## config.mk

```make
export PLATFORM = sky130hd
export DESIGN_NAME = multicycle_control
export DESIGN_NICKNAME = d
export VERILOG_FILES = /design/src/rtl/ALUsource_pkg.sv /design/src/rtl/control_pkg.sv /design/src/rtl/alu_decoder.sv /design/src/rtl/multicycle_control.sv
export SDC_FILE = /design/constraint.sdc
export NUM_CORES = 1
export LEC_CHECK = 0
export BUFFER_PORTS_ARGS = -buffer_cell sky130_fd_sc_hd__buf_2
export CAP_MARGIN = 20
export CELL_PAD_IN_SITES_DETAIL_PLACEMENT = 0
export CELL_PAD_IN_SITES_GLOBAL_PLACEMENT = 1
export CORE_ASPECT_RATIO = 0.6
export CORE_MARGIN = 10
export CORE_UTILIZATION = 37
export DETAILED_ROUTE_END_ITERATION = 8
export PLACE_DENSITY_LB_ADDON = 0.15
export SETUP_SLACK_MARGIN = 0.5
export SLEW_MARGIN = 15
export SYNTH_ARGS = -nofsm -noshare
export SYNTH_HDL_FRONTEND = slang
export SYNTH_HIERARCHICAL = 1
export SYNTH_SLANG_ARGS = --single-unit
export TNS_END_PERCENT = 20
```

## constraint.sdc

```tcl
create_clock -name clk -period 2.1 [get_ports clk]
set_clock_uncertainty 0.2 [all_clocks]
set_input_delay 0.105 -clock clk [delete_from_list [all_inputs] [get_ports clk]]
set_output_delay 0.105 -clock clk [all_outputs]
set_load 0.02 [all_outputs]
```

## src/rtl/ALUsource_pkg.sv

```systemverilog
// ALU B-operand source selection shared by control and datapath.
package ALUsource_pkg;

  typedef enum logic {
    ALU_RD2    = 1'b0,
    ALU_EXTEND = 1'b1
  } alu_src_t;

endpackage

```

## src/rtl/control_pkg.sv

```systemverilog
// Shared types and encodings for the multicycle controller.
package control_pkg;

  localparam int unsigned ALU_CTRL_W = 4;
  localparam int unsigned OP_W       = 7;
  localparam int unsigned CNT_W      = 32;

  typedef enum logic [3:0] {
    FETCH,
    DECODE,
    MEMADR,
    MEMREAD,
    MEMWB,
    MEMWRITE,
    EXEC_R,
    EXEC_I,
    ALUWB,
    BRANCH,
    JAL
  } state_t;

  // ALU operation class handed to the ALU decoder
  typedef enum logic [1:0] {
    ALUOP_ADD = 2'b00,
    ALUOP_SUB = 2'b01,
    ALUOP_R   = 2'b10,
    ALUOP_I   = 2'b11
  } alu_op_t;

  localparam logic [ALU_CTRL_W-1:0] ALU_ADD  = 4'b0000;
  localparam logic [ALU_CTRL_W-1:0] ALU_SUB  = 4'b0001;
  localparam logic [ALU_CTRL_W-1:0] ALU_AND  = 4'b0010;
  localparam logic [ALU_CTRL_W-1:0] ALU_OR   = 4'b0011;
  localparam logic [ALU_CTRL_W-1:0] ALU_XOR  = 4'b0100;
  localparam logic [ALU_CTRL_W-1:0] ALU_SLT  = 4'b0101;
  localparam logic [ALU_CTRL_W-1:0] ALU_SLTU = 4'b0110;
  localparam logic [ALU_CTRL_W-1:0] ALU_SLL  = 4'b0111;
  localparam logic [ALU_CTRL_W-1:0] ALU_SRL  = 4'b1000;
  localparam logic [ALU_CTRL_W-1:0] ALU_SRA  = 4'b1001;

  localparam logic [OP_W-1:0] OP_R      = 7'b0110011;
  localparam logic [OP_W-1:0] OP_I      = 7'b0010011;
  localparam logic [OP_W-1:0] OP_LOAD   = 7'b0000011;
  localparam logic [OP_W-1:0] OP_STORE  = 7'b0100011;
  localparam logic [OP_W-1:0] OP_BRANCH = 7'b1100011;
  localparam logic [OP_W-1:0] OP_JAL    = 7'b1101111;

  localparam logic [2:0] F3_BEQ = 3'b000;
  localparam logic [2:0] F3_BNE = 3'b001;

  localparam logic [1:0] IMM_I = 2'b00;
  localparam logic [1:0] IMM_S = 2'b01;
  localparam logic [1:0] IMM_B = 2'b10;
  localparam logic [1:0] IMM_J = 2'b11;

  localparam logic [1:0] RES_ALU = 2'b00;
  localparam logic [1:0] RES_MEM = 2'b01;
  localparam logic [1:0] RES_PC4 = 2'b10;

endpackage

```

## src/rtl/alu_decoder.sv

```systemverilog
// Maps ALU operation class plus funct fields to an ALU control code.
module alu_decoder
  import control_pkg::*;
(
  input  logic [1:0] i_alu_op,
  input  logic [2:0] i_funct3,
  input  logic       i_funct7b5,
  output logic [3:0] o_alu_ctrl
);

  // funct3 decode; funct7b5 picks SUB for R-type only, SRA for both
  always_comb begin
    o_alu_ctrl = ALU_ADD;
    case (i_alu_op)
      ALUOP_ADD: o_alu_ctrl = ALU_ADD;
      ALUOP_SUB: o_alu_ctrl = ALU_SUB;
      default: begin
        case (i_funct3)
          3'b000:  o_alu_ctrl = (i_alu_op == ALUOP_R && i_funct7b5) ? ALU_SUB : ALU_ADD;
          3'b001:  o_alu_ctrl = ALU_SLL;
          3'b010:  o_alu_ctrl = ALU_SLT;
          3'b011:  o_alu_ctrl = ALU_SLTU;
          3'b100:  o_alu_ctrl = ALU_XOR;
          3'b101:  o_alu_ctrl = i_funct7b5 ? ALU_SRA : ALU_SRL;
          3'b110:  o_alu_ctrl = ALU_OR;
          default: o_alu_ctrl = ALU_AND;
        endcase
      end
    endcase
  end

endmodule

```

## src/rtl/multicycle_control.sv

```systemverilog
// Multicycle RISC-V style controller: Moore FSM plus retired-instruction counter.
module multicycle_control
  import control_pkg::*;
  import ALUsource_pkg::*;
(
  input  logic        clk,
  input  logic        rst,
  input  logic [6:0]  op,
  input  logic [2:0]  funct3,
  input  logic        funct7b5,
  input  logic        zero,
  input  logic        mem_ready,
  output logic        pc_write,
  output logic        pc_src,
  output logic        adr_src,
  output logic        ir_write,
  output logic        mem_read,
  output logic        mem_write,
  output logic        reg_write,
  output logic [1:0]  imm_src,
  output logic        alu_src,
  output logic [3:0]  alu_ctrl,
  output logic [1:0]  result_src,
  output logic        illegal,
  output logic [31:0] instr_count
);

  state_t             r_state;
  state_t             w_state_next;
  logic               w_retire;
  logic [1:0]         w_alu_op;
  logic [CNT_W-1:0]   r_instr_count;

  // State register with synchronous reset
  always_ff @(posedge clk) begin
    if (rst) r_state <= FETCH;
    else     r_state <= w_state_next;
  end

  // Next-state logic; w_retire marks a completed instruction returning to FETCH
  always_comb begin
    w_state_next = r_state;
    w_retire     = 1'b0;
    case (r_state)
      FETCH:    if (mem_ready) w_state_next = DECODE;
      DECODE: begin
        case (op)
          OP_LOAD, OP_STORE: w_state_next = MEMADR;
          OP_R:              w_state_next = EXEC_R;
          OP_I:              w_state_next = EXEC_I;
          OP_BRANCH:         w_state_next = BRANCH;
          OP_JAL:            w_state_next = JAL;
          default:           w_state_next = FETCH;
        endcase
      end
      MEMADR:   w_state_next = (op == OP_LOAD) ? MEMREAD : MEMWRITE;
      MEMREAD:  if (mem_ready) w_state_next = MEMWB;
      MEMWRITE: begin
        if (mem_ready) begin
          w_state_next = FETCH;
          w_retire     = 1'b1;
        end
      end
      EXEC_R:   w_state_next = ALUWB;
      EXEC_I:   w_state_next = ALUWB;
      MEMWB, ALUWB, BRANCH, JAL: begin
        w_state_next = FETCH;
        w_retire     = 1'b1;
      end
      default:  w_state_next = FETCH;
    endcase
  end

  // Moore outputs of the state; FETCH handshake and branch decision use live inputs
  always_comb begin
    pc_write   = 1'b0;
    pc_src     = 1'b0;
    adr_src    = 1'b0;
    ir_write   = 1'b0;
    mem_read   = 1'b0;
    mem_write  = 1'b0;
    reg_write  = 1'b0;
    imm_src    = IMM_I;
    alu_src    = ALU_RD2;
    result_src = RES_ALU;
    illegal    = 1'b0;
    w_alu_op   = ALUOP_ADD;
    case (r_state)
      FETCH: begin
        mem_read = 1'b1;
        ir_write = mem_ready;
        pc_write = mem_ready;
      end
      DECODE: begin
        case (op)
          OP_LOAD, OP_STORE, OP_R, OP_I, OP_BRANCH, OP_JAL: illegal = 1'b0;
          default: illegal = 1'b1;
        endcase
      end
      MEMADR: begin
        alu_src = ALU_EXTEND;
        imm_src = (op == OP_STORE) ? IMM_S : IMM_I;
      end
      MEMREAD: begin
        adr_src  = 1'b1;
        mem_read = 1'b1;
      end
      MEMWRITE: begin
        adr_src   = 1'b1;
        mem_write = 1'b1;
      end
      MEMWB: begin
        reg_write  = 1'b1;
        result_src = RES_MEM;
      end
      EXEC_R: begin
        alu_src  = ALU_RD2;
        w_alu_op = ALUOP_R;
      end
      EXEC_I: begin
        alu_src  = ALU_EXTEND;
        imm_src  = IMM_I;
        w_alu_op = ALUOP_I;
      end
      ALUWB: begin
        reg_write  = 1'b1;
        result_src = RES_ALU;
      end
      BRANCH: begin
        alu_src  = ALU_RD2;
        imm_src  = IMM_B;
        pc_src   = 1'b1;
        w_alu_op = ALUOP_SUB;
        if (funct3 == F3_BEQ)      pc_write = zero;
        else if (funct3 == F3_BNE) pc_write = ~zero;
      end
      JAL: begin
        imm_src    = IMM_J;
        pc_src     = 1'b1;
        pc_write   = 1'b1;
        reg_write  = 1'b1;
        result_src = RES_PC4;
      end
      default: ;
    endcase
  end

  // Retired-instruction counter, wraps naturally
  always_ff @(posedge clk) begin
    if (rst)           r_instr_count <= '0;
    else if (w_retire) r_instr_count <= r_instr_count + CNT_W'(1);
  end

  assign instr_count = r_instr_count;

  alu_decoder u_alu_decoder (
    .i_alu_op   (w_alu_op),
    .i_funct3   (funct3),
    .i_funct7b5 (funct7b5),
    .o_alu_ctrl (alu_ctrl)
  );

endmodule

```

==> run metrics, run 1 <==
area of the core=5570 um2; type of the tightest min-delay check=input port to flop; largest fanout of any net on the critical path=6; IO Pins=64; Longest Clk Path Bufs=2; maximum vdd ir drop=230 uV; top cells by instance count after synthesis=36 x sky130_fd_sc_hd__dfxtp_1, 31 x sky130_fd_sc_hd__nor2_1, 21 x sky130_fd_sc_hd__xor2_1; top cell type by total area after synthesis=sky130_fd_sc_hd__dfxtp_1; Cell Chain, Critical Path=nor2_1 -> o2bb2ai_4 -> buf_4 -> o2111ai_4 -> or4_1 -> a21oi_1; post-detail-place hpwl=4.87 mm; number of inserted filler cells in the final layout=558; router iterations before antenna repair=4; global-route congestion overflow total=0; CTS H-Tree Depth=2; initial standard-cell utilization of the core=0.383; Synth Area in Adders=0.00586; Slew @ Worst Pin=0.695 ns; Yosys reg bits=36; antenna diode count=0; sequential share of the synthesized area=0.337; top area cells in the synthesized netlist=sky130_fd_sc_hd__dfxtp_1 34%, sky130_fd_sc_hd__xor2_1 8.6%, sky130_fd_sc_hd__nor2_1 5.4%, sky130_fd_sc_hd__a21oi_1 3.7%, sky130_fd_sc_hd__nand2_1 3.5%; area used by sequential logic in the layout=790 um2; CTS Root Cell=sky130_fd_sc_hd__clkbuf_8; RD Place Congestion=0.783; setup repair after global routing missed its margin=yes; max capacitance violation total=0; category of the most critical setup path=flop to flop; yosys synthesis warning count=6; mean instance size in the synthesized netlist=8.03 um2; residual DRC count=0; number of nets at the end of the flow=384; cell with the largest stage delay on the worst path=sky130_fd_sc_hd__or4_1; startpoint type of the worst setup path=flop; library cell with the highest instance count after synthesis=sky130_fd_sc_hd__dfxtp_1; share of cells above drive strength 1=0.469; combinational family with the most area after synthesis=simple AND/OR/NAND/NOR gates; Critical path buffers and inverters=1; longest individual stage delay on the worst path=0.42 ns; count of clock tree sinks=36; static leakage power=1.40 nW; run status=finished, final reports clean; largest net degree at the start of global routing=38; fraction of synthesis flops using an asynchronous set or reset pin=0; Syn-to-layout area delta=49.0%; Setup Viol. Count Final=0; number of enable flip-flop cells after synthesis=0; Slew Limit Fails=0; sum of routed wire length over all layers=6.77 mm; Primary FF master, synth=sky130_fd_sc_hd__dfxtp_1; width of the chip=118 um; maximum clock frequency=515 MHz; metal1 wirelength=3.66 mm; standard-cell row count=21; compound-cell area share of the yosys netlist=0.204; TritonCTS clock tree=built; fraction of post-synthesis cell area in the top cell type by area=0.337; cell area after technology mapping=2140 um2; proportion of synthesized area in mux cells=0.00469; distinct cell type count after synthesis=46; final period demand of the worst path=1.94 ns; remaining max-slew budget at the tightest pin=0.536; simple logic cell fraction of the synthesized area=0.318; post-synthesis instance total=266; Die Outline Area=9310 um2; Arr. time, crit path=1.95 ns; number of antenna violations at the first check in global routing=0; XOR/XNOR share of the synthesized area=0.0943; final non-filler cell total=449; Met2 Wirelength=2.77 mm; Power per Cell Area=390 nW/um2; average routed wire per standard cell=15.1 um; number of global-route vias before repair=2097; Crit. End Element=flop; clock-pin slew of the registers on the worst-case setup and hold paths=0.07 ns; Detailed Route Iter0 Violations=114; chip height=78.9 um; DP Cell Count=411; family with the most delay on the worst path=simple AND/OR/NAND/NOR gates; count of final hold-check violations=0; Clk Latency, worst-skew pair=0.28 ns; footprint of the multi-input gates=1490 um2; period utilization=0.925; number of vias per cell=5.18; Max Used Layer=met4; global-route wire length before repair=10.9 mm; port buffer count=63; metal3 WL=326 um; net count of the mapped netlist=282; Routed Antenna Nets=0; combined global-route utilization of all metal layers=0.137; Hold-fix buffers, CTS=0; Data required, critical path=2.11 ns; vias post-DR=2325; Final TNS setup=0 ns; number of buffers created by CTS=5
## worst paths after layout
path	startpoint	to	slack (ns)	depth (start not counted)
worst max register to register	r_state[2]$_SDFFE_PP0P_	instr_count[28]$_SDFFE_PP0P_	0.16	6
worst min-delay path	op[0]	r_state[3]$_SDFFE_PP0P_	0.02	4
worst min register to register	instr_count[1]$_SDFFE_PP0P_	instr_count[1]$_SDFFE_PP0P_	0.30	2
worst max-delay path	r_state[2]$_SDFFE_PP0P_	instr_count[28]$_SDFFE_PP0P_	0.16	6
## layout by cell type, fill, tap and decap left out, types with 3 or more instances in the layout
cell                        synthesis  final
sky130_fd_sc_hd__o211ai_1           9      9
sky130_fd_sc_hd__and3_1            10      9
sky130_fd_sc_hd__buf_4              2     40
sky130_fd_sc_hd__nand4_1            7      7
sky130_fd_sc_hd__o21ai_1            3      5
sky130_fd_sc_hd__nor2_2             0      3
sky130_fd_sc_hd__nand3_1            5      4
sky130_fd_sc_hd__nor2b_1            6      4
sky130_fd_sc_hd__nand2_1           20     20
sky130_fd_sc_hd__dfxtp_1           36      5
sky130_fd_sc_hd__dfxtp_4            0     12
sky130_fd_sc_hd__a21oi_1           16     15
sky130_fd_sc_hd__buf_6              0      6
sky130_fd_sc_hd__a211oi_1           3      3
sky130_fd_sc_hd__buf_2              4     61
sky130_fd_sc_hd__nor3_1             9      7
sky130_fd_sc_hd__clkbuf_8           0      5
sky130_fd_sc_hd__xor2_1            21     21
sky130_fd_sc_hd__o2111ai_1          8      6
sky130_fd_sc_hd__or4_1              7      5
sky130_fd_sc_hd__or3_1              9      9
sky130_fd_sc_hd__o31ai_1            3      3
sky130_fd_sc_hd__inv_1              3      3
sky130_fd_sc_hd__o21ai_0           13     11
sky130_fd_sc_hd__dfxtp_2            0     19
sky130_fd_sc_hd__and4_1             3      3
sky130_fd_sc_hd__nor2_1            31     27
## flip-flops by register name, summed over array words and instances, names as in the netlist
name         count
instr_count     32
r_state          4
## where the power goes
part / total [W] / switching (W) / internal [W] / leakage, nW
Clock: 0.000470 / 0.000245 / 0.000225 / 0.0453
Sequential: 0.000669 / 0.00000147 / 0.000668 / 0.310
Combinational: 0.000100 / 0.0000613 / 0.0000391 / 1.04
## timing repair
item	4_1_cts	5_1_grt
hold endpoints to repair	0	0
buffers inserted	23	7
endpoints found under the setup margin	51	53
pin swaps	16	8
resized for setup	25	18
## logic make-up after synthesis
family          after synthesis
simple gates                123
compound gates               65
flops                        36
xor+xnor                     23
buf+inv                      17
mux                           1
fa+ha+maj                     1
## worst register-to-register path: stages, from the launching register on
cell and delay (ns):
sky130_fd_sc_hd__dfxtp_4 0.37, sky130_fd_sc_hd__nor2_1 0.27, sky130_fd_sc_hd__o2bb2ai_4 0.17, sky130_fd_sc_hd__buf_4 0.17, sky130_fd_sc_hd__o2111ai_4 0.15, sky130_fd_sc_hd__or4_1 0.42, sky130_fd_sc_hd__a21oi_1 0.13
## per-layer routing
layer,vias up,track usage
li1,1193,-
met3,2,0.0424
met5,-,0
met2,41,0.186
met4,0,0.0184
met1,1089,0.206
## area by class of cell
class / count / share of cell area
Inverter: 3 / 0.00354
Timing Repair Buffer: 109 / 0.222
Clock buffer: 5 / 0.0216
Multi-Input combinational cell: 213 / 0.469
Sequential cell: 36 / 0.248
Clock inverter: 3 / 0.00432
Tap cell: 80 / 0.0314
## stage by stage
| stage | setup slack [ns] | area, um2 | hold WS, ns | util | power (W) |
|---|---|---|---|---|---|
| 3_5_place_dp | 0.0620 | 2690 | 0.279 | 0.483 | 0.000782 |
| 5_1_grt | 0.0727 | 3180 | 0.0561 | 0.571 | 0.00131 |
| 6_report | 0.158 | 3180 | 0.0236 | 0.571 | 0.00124 |
| 4_1_cts | 0.159 | 3040 | 0.0107 | 0.546 | 0.00126 |
| 3_3_place_gp | 0.0841 | 2690 | 0.271 | 0.483 | 0.000783 |
| 2_1_floorplan | 0.252 | 2230 | 0.159 | - | 0.000740 |
Power figures use the tool's default switching activity.
==> inputs of run 2 (changes only) <==
- CORE_UTILIZATION: 37 -> 36
- SYNTH_HIERARCHICAL: 1 -> not set
==> run metrics, run 2 <==
category of the most critical setup path=flop to primary output; metal3 WL=640 um (+96%); area used by sequential logic in the layout=759 um2 (-3.8%); startpoint of the worst setup timing path=r_state[3]$_SDFFE_PP0P_; Data required, critical path=1.79 ns (-0.32 ns); Layout Cell Area excl Fill=3720 um2 (+17%); yosys synthesis warning count=0 (-6); setup repair after global routing missed its margin=yes; longest individual stage delay on the worst path=0.43 ns (about the same); share of cells above drive strength 1=0.549 (+0.0803); post-layout util=0.662 (+0.0908); number of buffers created by CTS=5 (unchanged); CTS Root Cell=sky130_fd_sc_hd__clkbuf_8; Slew @ Worst Pin=0.445 ns (-0.251 ns); max capacitance violation total=0 (unchanged); remaining max-slew budget at the tightest pin=0.702 (+0.166); RD Place Congestion=0.874 (+12%); Setup WS pre-CTS=0.0568 ns (-0.00520 ns); library cell with the highest instance count after synthesis=sky130_fd_sc_hd__dfxtp_1; Arr. time, crit path=1.75 ns (-0.20 ns); Syn-to-layout area delta=77.2%; router iterations before antenna repair=4 (unchanged); chip height=79.2 um (+0.41%); footprint of the multi-input gates=1710 um2 (+15%); fraction of post-synthesis cell area in the top cell type by area=0.343 (+0.00563); mean instance size in the synthesized netlist=7.58 um2 (-5.5%); IO Pins=64 (unchanged); net count of the mapped netlist=293 (+3.9%); distinct cell type count after synthesis=39 (-15%); area of the core=5620 um2 (+0.94%); largest fanout of any net on the critical path=5 (-1); cell area after technology mapping=2100 um2 (-1.6%); hold path startpoint=rst; Clk Latency, worst-skew pair=0.29 ns (about the same); static leakage power=1.48 nW (+5.7%); Hold Path Stages=2 (-2); Crit. End Element=primary output; port buffer count=63 (unchanged); standard-cell row count=21 (unchanged); type of the tightest min-delay check=input port to flop; largest net degree at the start of global routing=21 (-45%); TritonCTS clock tree=built; Die Outline Area=9390 um2 (+0.86%); global-route wire length before repair=12.3 mm (+12%); Worst R2R Start=r_state[3]$_SDFFE_PP0P_; cell with the largest stage delay on the worst path=sky130_fd_sc_hd__or4_4; number of antenna violations at the first check in global routing=0 (unchanged); destination of the worst register-to-register timing path=r_state[1]$_SDFFE_PP0P_; Max Used Layer=met4; final critical-path setup slack=0.0425 ns (-0.115 ns); commonest non-fill, non-tap cell in the layout=sky130_fd_sc_hd__buf_2; number of global-route vias before repair=2346 (+12%); Slew Limit Fails=0 (unchanged); CTS H-Tree Depth=2 (unchanged); Yosys reg bits=36 (unchanged); Worst Hold Path EP=instr_count[15]$_SDFFE_PP0P_; sum of routed wire length over all layers=7.91 mm (+17%); count of final hold-check violations=0 (unchanged); period utilization=0.980 (+0.0548); Largest register FFs=32 (unchanged); register-to-register setup slack=0.07 ns (-0.09 ns); number of vias per cell=5.33 (+3.0%); combined global-route utilization of all metal layers=0.155 (+0.0184); number of inserted filler cells in the final layout=463 (-17%); Final TNS setup=0 ns (unchanged); Cell Chain, Critical Path=buf_6 -> nand2b_4 -> or4_4 -> nor3_4 -> a21o_1 -> buf_6; residual DRC count=0 (unchanged); number of enable flip-flop cells after synthesis=0 (unchanged); run status=finished, final reports clean; top cell type by total area after synthesis=sky130_fd_sc_hd__dfxtp_1; Setup Viol. Count Final=0 (unchanged); commonest cells after routing, fill and taps aside=52 x sky130_fd_sc_hd__buf_2, 42 x sky130_fd_sc_hd__buf_4, 30 x sky130_fd_sc_hd__nor2_1; sequential share of the synthesized area=0.343 (+0.00563); Met2 Wirelength=3.36 mm (+21%); startpoint type of the worst setup path=flop; Power per Cell Area=364 nW/um2 (-6.6%); maximum clock frequency=486 MHz (-5.6%); number of nets at the end of the flow=412 (+7.3%); top cells by instance count after synthesis=36 x sky130_fd_sc_hd__dfxtp_1, 35 x sky130_fd_sc_hd__nor2_1, 34 x sky130_fd_sc_hd__a21oi_1; clock-pin slew of the registers on the worst-case setup and hold paths=0.07 ns (about the same); Longest Clk Path Bufs=2 (unchanged); top area cells in the synthesized netlist=sky130_fd_sc_hd__dfxtp_1 34%, sky130_fd_sc_hd__a21oi_1 8.1%, sky130_fd_sc_hd__xor2_1 7.5%, sky130_fd_sc_hd__nor2_1 6.3%, sky130_fd_sc_hd__o21ai_0 4.1%; average routed wire per standard cell=16.6 um (+10%); count of clock tree sinks=36 (unchanged); final period demand of the worst path=2.06 ns (+0.115 ns); vias post-DR=2543 (+9.4%); Total Power Consumption=0.00136 W (+9.3%); fraction of synthesis flops using an asynchronous set or reset pin=0 (unchanged); maximum vdd ir drop=256 uV (+11%); Routed Antenna Nets=0 (unchanged); post-detail-place hpwl=5.12 mm (+5.1%); Primary FF master, synth=sky130_fd_sc_hd__dfxtp_1; width of the chip=119 um (+0.45%); Placed Area=2680 um2 (-0.46%); number of cell instances on the worst register-to-register path=10 (+4); initial standard-cell utilization of the core=0.374 (-0.00981); Detailed Route Iter0 Violations=149 (+31%); most prevalent standard cell on the critical path=sky130_fd_sc_hd__buf_6; antenna diode count=0 (unchanged); global-route congestion overflow total=0 (unchanged); post-synthesis instance total=277 (+4.1%); metal1 wirelength=3.86 mm (+5.4%)
## run 2: changes by cell type in the layout (fill, tap and decap cells not counted), moves of 5 or more
cell | previous run | this run
sky130_fd_sc_hd__o2111ai_1 | 6 | 0
sky130_fd_sc_hd__and3_1 | 9 | 3
sky130_fd_sc_hd__xor2_1 | 21 | 16
sky130_fd_sc_hd__dfxtp_4 | 12 | 4
sky130_fd_sc_hd__dfxtp_1 | 5 | 13
sky130_fd_sc_hd__buf_2 | 61 | 52
sky130_fd_sc_hd__a21oi_2 | 1 | 14
sky130_fd_sc_hd__buf_6 | 6 | 25
## run 2: worst max-delay path by stage
stage | to | slack (ns)
final | imm_src[0] | 0.04
after global routing | instr_count[29]$_SDFFE_PP0P_ | -0.05
after CTS | imm_src[0] | -0.009
after detailed placement | instr_count[11]$_SDFFE_PP0P_ | 0.06
after global placement | instr_count[11]$_SDFFE_PP0P_ | 0.1
after floorplan | imm_src[0] | 0.07
## run 2: layout make-up
class | count | area share
inverter | 8 | 0.00806
clock buffer | 8 | 0.0242
timing repair buffer | 128 | 0.277
tap | 80 | 0.0269
multi-input combinational | 217 | 0.460
sequential | 36 | 0.204
## run 2: per-layer routing
metal  track usage  vias to the layer above
met5             0                        -
met1         0.223                     1203
li1              -                     1260
met3        0.0523                        6
met2         0.216                       74
met4        0.0316                        0
## run 2: kinds of logic (layout without fill, tap and decap cells)
logic type,Yosys count,in the layout,share of synthesized area
flops,36,36,0.343
xor+xnor,18,18,0.0750
fa+ha+maj,1,1,0.00595
simple gates,118,118,0.289
buf+inv,24,144,0.0447
compound gates,79,79,0.237
mux,1,1,0.00476
## run 2: timing repair
| item | 4_1_cts | 5_1_grt |
|---|---|---|
| hold buffers | 1 | 0 |
| setup buffers | 23 | 15 |
| cloned | 0 | 1 |
| endpoints found under the setup margin | 53 | 53 |
| gates resized for setup | 74 | 66 |
| pin swaps | 75 | 73 |
| hold endpoints to repair | 1 | 0 |
## run 2: critical path: cells and delay by family, from the launching register on
kind                   cells  cell delay (ns)
DFF                        1             0.36
buffers and inverters      2             0.24
AOI/OAI and AO/OA          1             0.15
and+or+nand+nor            3             0.71
## run 2: per-stage QoR
step	instances	hold WS, ns
2_1_floorplan	277	0.0987
3_5_place_dp	429	0.288
4_1_cts	461	0.00327
6_report	477	0.00571
5_1_grt	477	0.0324
3_3_place_gp	429	0.267
## run 2: report_power, final
part	leakage (nW)	total, W	switching (W)	internal [W]
Clock	0.0455	0.000522	0.000254	0.000268
Combinational	1.13	0.000151	0.0000890	0.0000621
Sequential	0.303	0.000683	0.00000295	0.000680
Total	1.48	0.00136	0.000346	0.00101
==> inputs of run 3 (changes only) <==
- CORE_MARGIN: 10 -> 3
==> run metrics, run 3 (synthesized netlist as in run 2, its figures left out) <==
Data required, critical path=1.79 ns (about the same); footprint of the multi-input gates=1640 um2 (-4.4%); Clk Latency, worst-skew pair=0.29 ns (about the same); commonest cells after routing, fill and taps aside=52 x sky130_fd_sc_hd__buf_4, 46 x sky130_fd_sc_hd__buf_2, 30 x sky130_fd_sc_hd__nor2_1; Setup Viol. Count Final=0 (unchanged); router iterations before antenna repair=4 (unchanged); combined global-route utilization of all metal layers=0.197 (+0.0417); number of nets at the end of the flow=409 (-0.73%); clock share of power=0.359 (-0.026); largest net degree at the start of global routing=23 (+9.5%); Sw Ratio=0.258 (+0.00243); number of global-route vias before repair=2192 (-6.6%); TritonCTS clock tree=built; remaining max-slew budget at the tightest pin=0.650 (-0.0527); run status=finished, final reports clean; maximum vdd ir drop=231 uV (-9.4%); final period demand of the worst path=1.99 ns (-0.0633 ns); logic gate share of total power=0.119 (+0.008); post-route worst hold slack=0.0272 ns (+0.0215 ns); Detailed Route Iter0 Violations=125 (-16%); share of cells above drive strength 1=0.514 (-0.0351); Slew Limit Fails=0 (unchanged); port buffer count=63 (unchanged); Longest Clk Path Bufs=2 (unchanged); IO Pins=64 (unchanged); Syn-to-layout area delta=68.3%; Arr. time, crit path=1.69 ns (-0.06 ns); Largest register FFs=32 (unchanged); static leakage power=1.40 nW (-5.3%); post-detail-place hpwl=4.80 mm (-6.2%); category of the most critical setup path=flop to primary output; Switch Pwr=0.000337 W (-2.4%); number of inserted filler cells in the final layout=451 (-2.6%); area of the core=5330 um2 (-5.2%); Die Outline Area=6820 um2 (-27%); setup repair after global routing missed its margin=yes; startpoint type of the worst setup path=flop; global-route congestion overflow total=0 (unchanged); commonest non-fill, non-tap cell in the layout=sky130_fd_sc_hd__buf_4; maximum clock frequency=501 MHz (+3.2%); chip height=65.2 um (-18%); number of buffers created by CTS=5 (unchanged); number of vias per cell=5.43 (+1.9%); area used by sequential logic in the layout=756 um2 (-0.49%); RD Place Congestion=0.817 (-6.5%); residual DRC count=0 (unchanged); internal power contribution=0.000973 W (-3.7%); Crit. End Element=primary output; Power per Cell Area=371 nW/um2 (+1.8%); standard-cell row count=20 (-4.8%); vias post-DR=2554 (+0.43%); width of the chip=105 um (-12%); Placed Area=2690 um2 (+0.42%); Slew @ Worst Pin=0.523 ns (+0.0787 ns); largest fanout of any net on the critical path=4 (-1); type of the tightest min-delay check=input port to flop; period utilization=0.950 (-0.0301); sequential group share of total power=0.522 (+0.018); max capacitance violation total=0 (unchanged); antenna diode count=0 (unchanged); count of final hold-check violations=0 (unchanged); clock-pin slew of the registers on the worst-case setup and hold paths=0.07 ns (about the same); global-route wire length before repair=10.9 mm (-11%); number of antenna violations at the first check in global routing=0 (unchanged); Layout Cell Area excl Fill=3540 um2 (-5.0%); CTS Root Cell=sky130_fd_sc_hd__clkbuf_8; initial standard-cell utilization of the core=0.394 (+0.0205); Routed Antenna Nets=0 (unchanged); average routed wire per standard cell=16.0 um (-3.7%); sum of routed wire length over all layers=7.51 mm (-5.1%); CTS H-Tree Depth=2 (unchanged); count of clock tree sinks=36 (unchanged)
==> run 3: cell types whose count changed in the layout (fill, tap and decap cells not counted), moves of 3 or more <==
| cell | delta |
|---|---|
| sky130_fd_sc_hd__o31ai_1 | +3 |
| sky130_fd_sc_hd__a21oi_1 | +8 |
| sky130_fd_sc_hd__buf_4 | +10 |
| sky130_fd_sc_hd__a21oi_2 | -8 |
| sky130_fd_sc_hd__buf_2 | -6 |
| sky130_fd_sc_hd__buf_12 | -3 |
| sky130_fd_sc_hd__o21ai_0 | +3 |
==> run 3: area by class of cell <==
class                           instances  share of cell area
Clock buffer                            6              0.0205
Clock inverter                          1             0.00142
Inverter                                8             0.00920
Multi-Input combinational cell        217               0.464
Sequential cell                        36               0.214
Tap cell                               77              0.0272
Timing Repair Buffer                  125               0.264
==> run 3: final timing paths <==
kind	startpoint	endpoint	slack (ns)	cells after the start
max reg2reg	r_state[0]$_SDFFE_PP0P_	instr_count[21]$_SDFFE_PP0P_	0.11	6
max	r_state[0]$_SDFFE_PP0P_	imm_src[0]	0.11	5
min	op[5]	r_state[1]$_SDFFE_PP0P_	0.03	4
min reg2reg	instr_count[1]$_SDFFE_PP0P_	instr_count[1]$_SDFFE_PP0P_	0.30	2
==> run 3: metrics by stage <==
step | std cells | util | total power [W] | setup slack (ns) | TNS (ns)
6_report | 470 | 0.663 | 0.00131 | 0.106 | 0
5_1_grt | 470 | 0.663 | 0.00137 | -0.0275 | -0.0688
4_1_cts | 460 | 0.572 | 0.00128 | 0.0326 | 0
3_5_place_dp | 428 | 0.505 | 0.000815 | 0.0757 | 0
3_3_place_gp | 428 | 0.505 | 0.000815 | 0.107 | 0
2_1_floorplan | 277 | - | 0.000769 | 0.0729 | 0
==> run 3: power groups by stage <==
stage	Combinational, W	Clock, W	Sequential, W
final	0.000156	0.000470	0.000684
after global placement	0.000113	0	0.000702
after detailed placement	0.000112	0	0.000703
after floorplan	0.0000687	0	0.000700
after CTS	0.000124	0.000472	0.000686
after global routing	0.000166	0.000515	0.000684
==> run 3: critical path, cell delays in order (launching register included) <==
cell                      delay (ns)
sky130_fd_sc_hd__dfxtp_4        0.36
sky130_fd_sc_hd__buf_6          0.13
sky130_fd_sc_hd__or4_4          0.52
sky130_fd_sc_hd__nor3_4         0.14
sky130_fd_sc_hd__a21o_1         0.15
sky130_fd_sc_hd__buf_6          0.11
==> run 3: repair_timing <==
item | CTS | global route
buffers inserted | 23 | 10
hold endpoints to repair | 2 | 0
hold buffers | 2 | 0
endpoints found under the setup margin | 53 | 53
pin swaps | 14 | 81
resized for setup | 20 | 96
==> run 3: routing by layer <==
metal | global-route usage | up-vias | routed length, um
li1 | - | 1254 | -
met1 | 0.318 | 1207 | 3760
met2 | 0.264 | 82 | 3160
met3 | 0.0442 | 11 | 498
met4 | 0.0295 | 0 | 85
met5 | 0 | - | 0
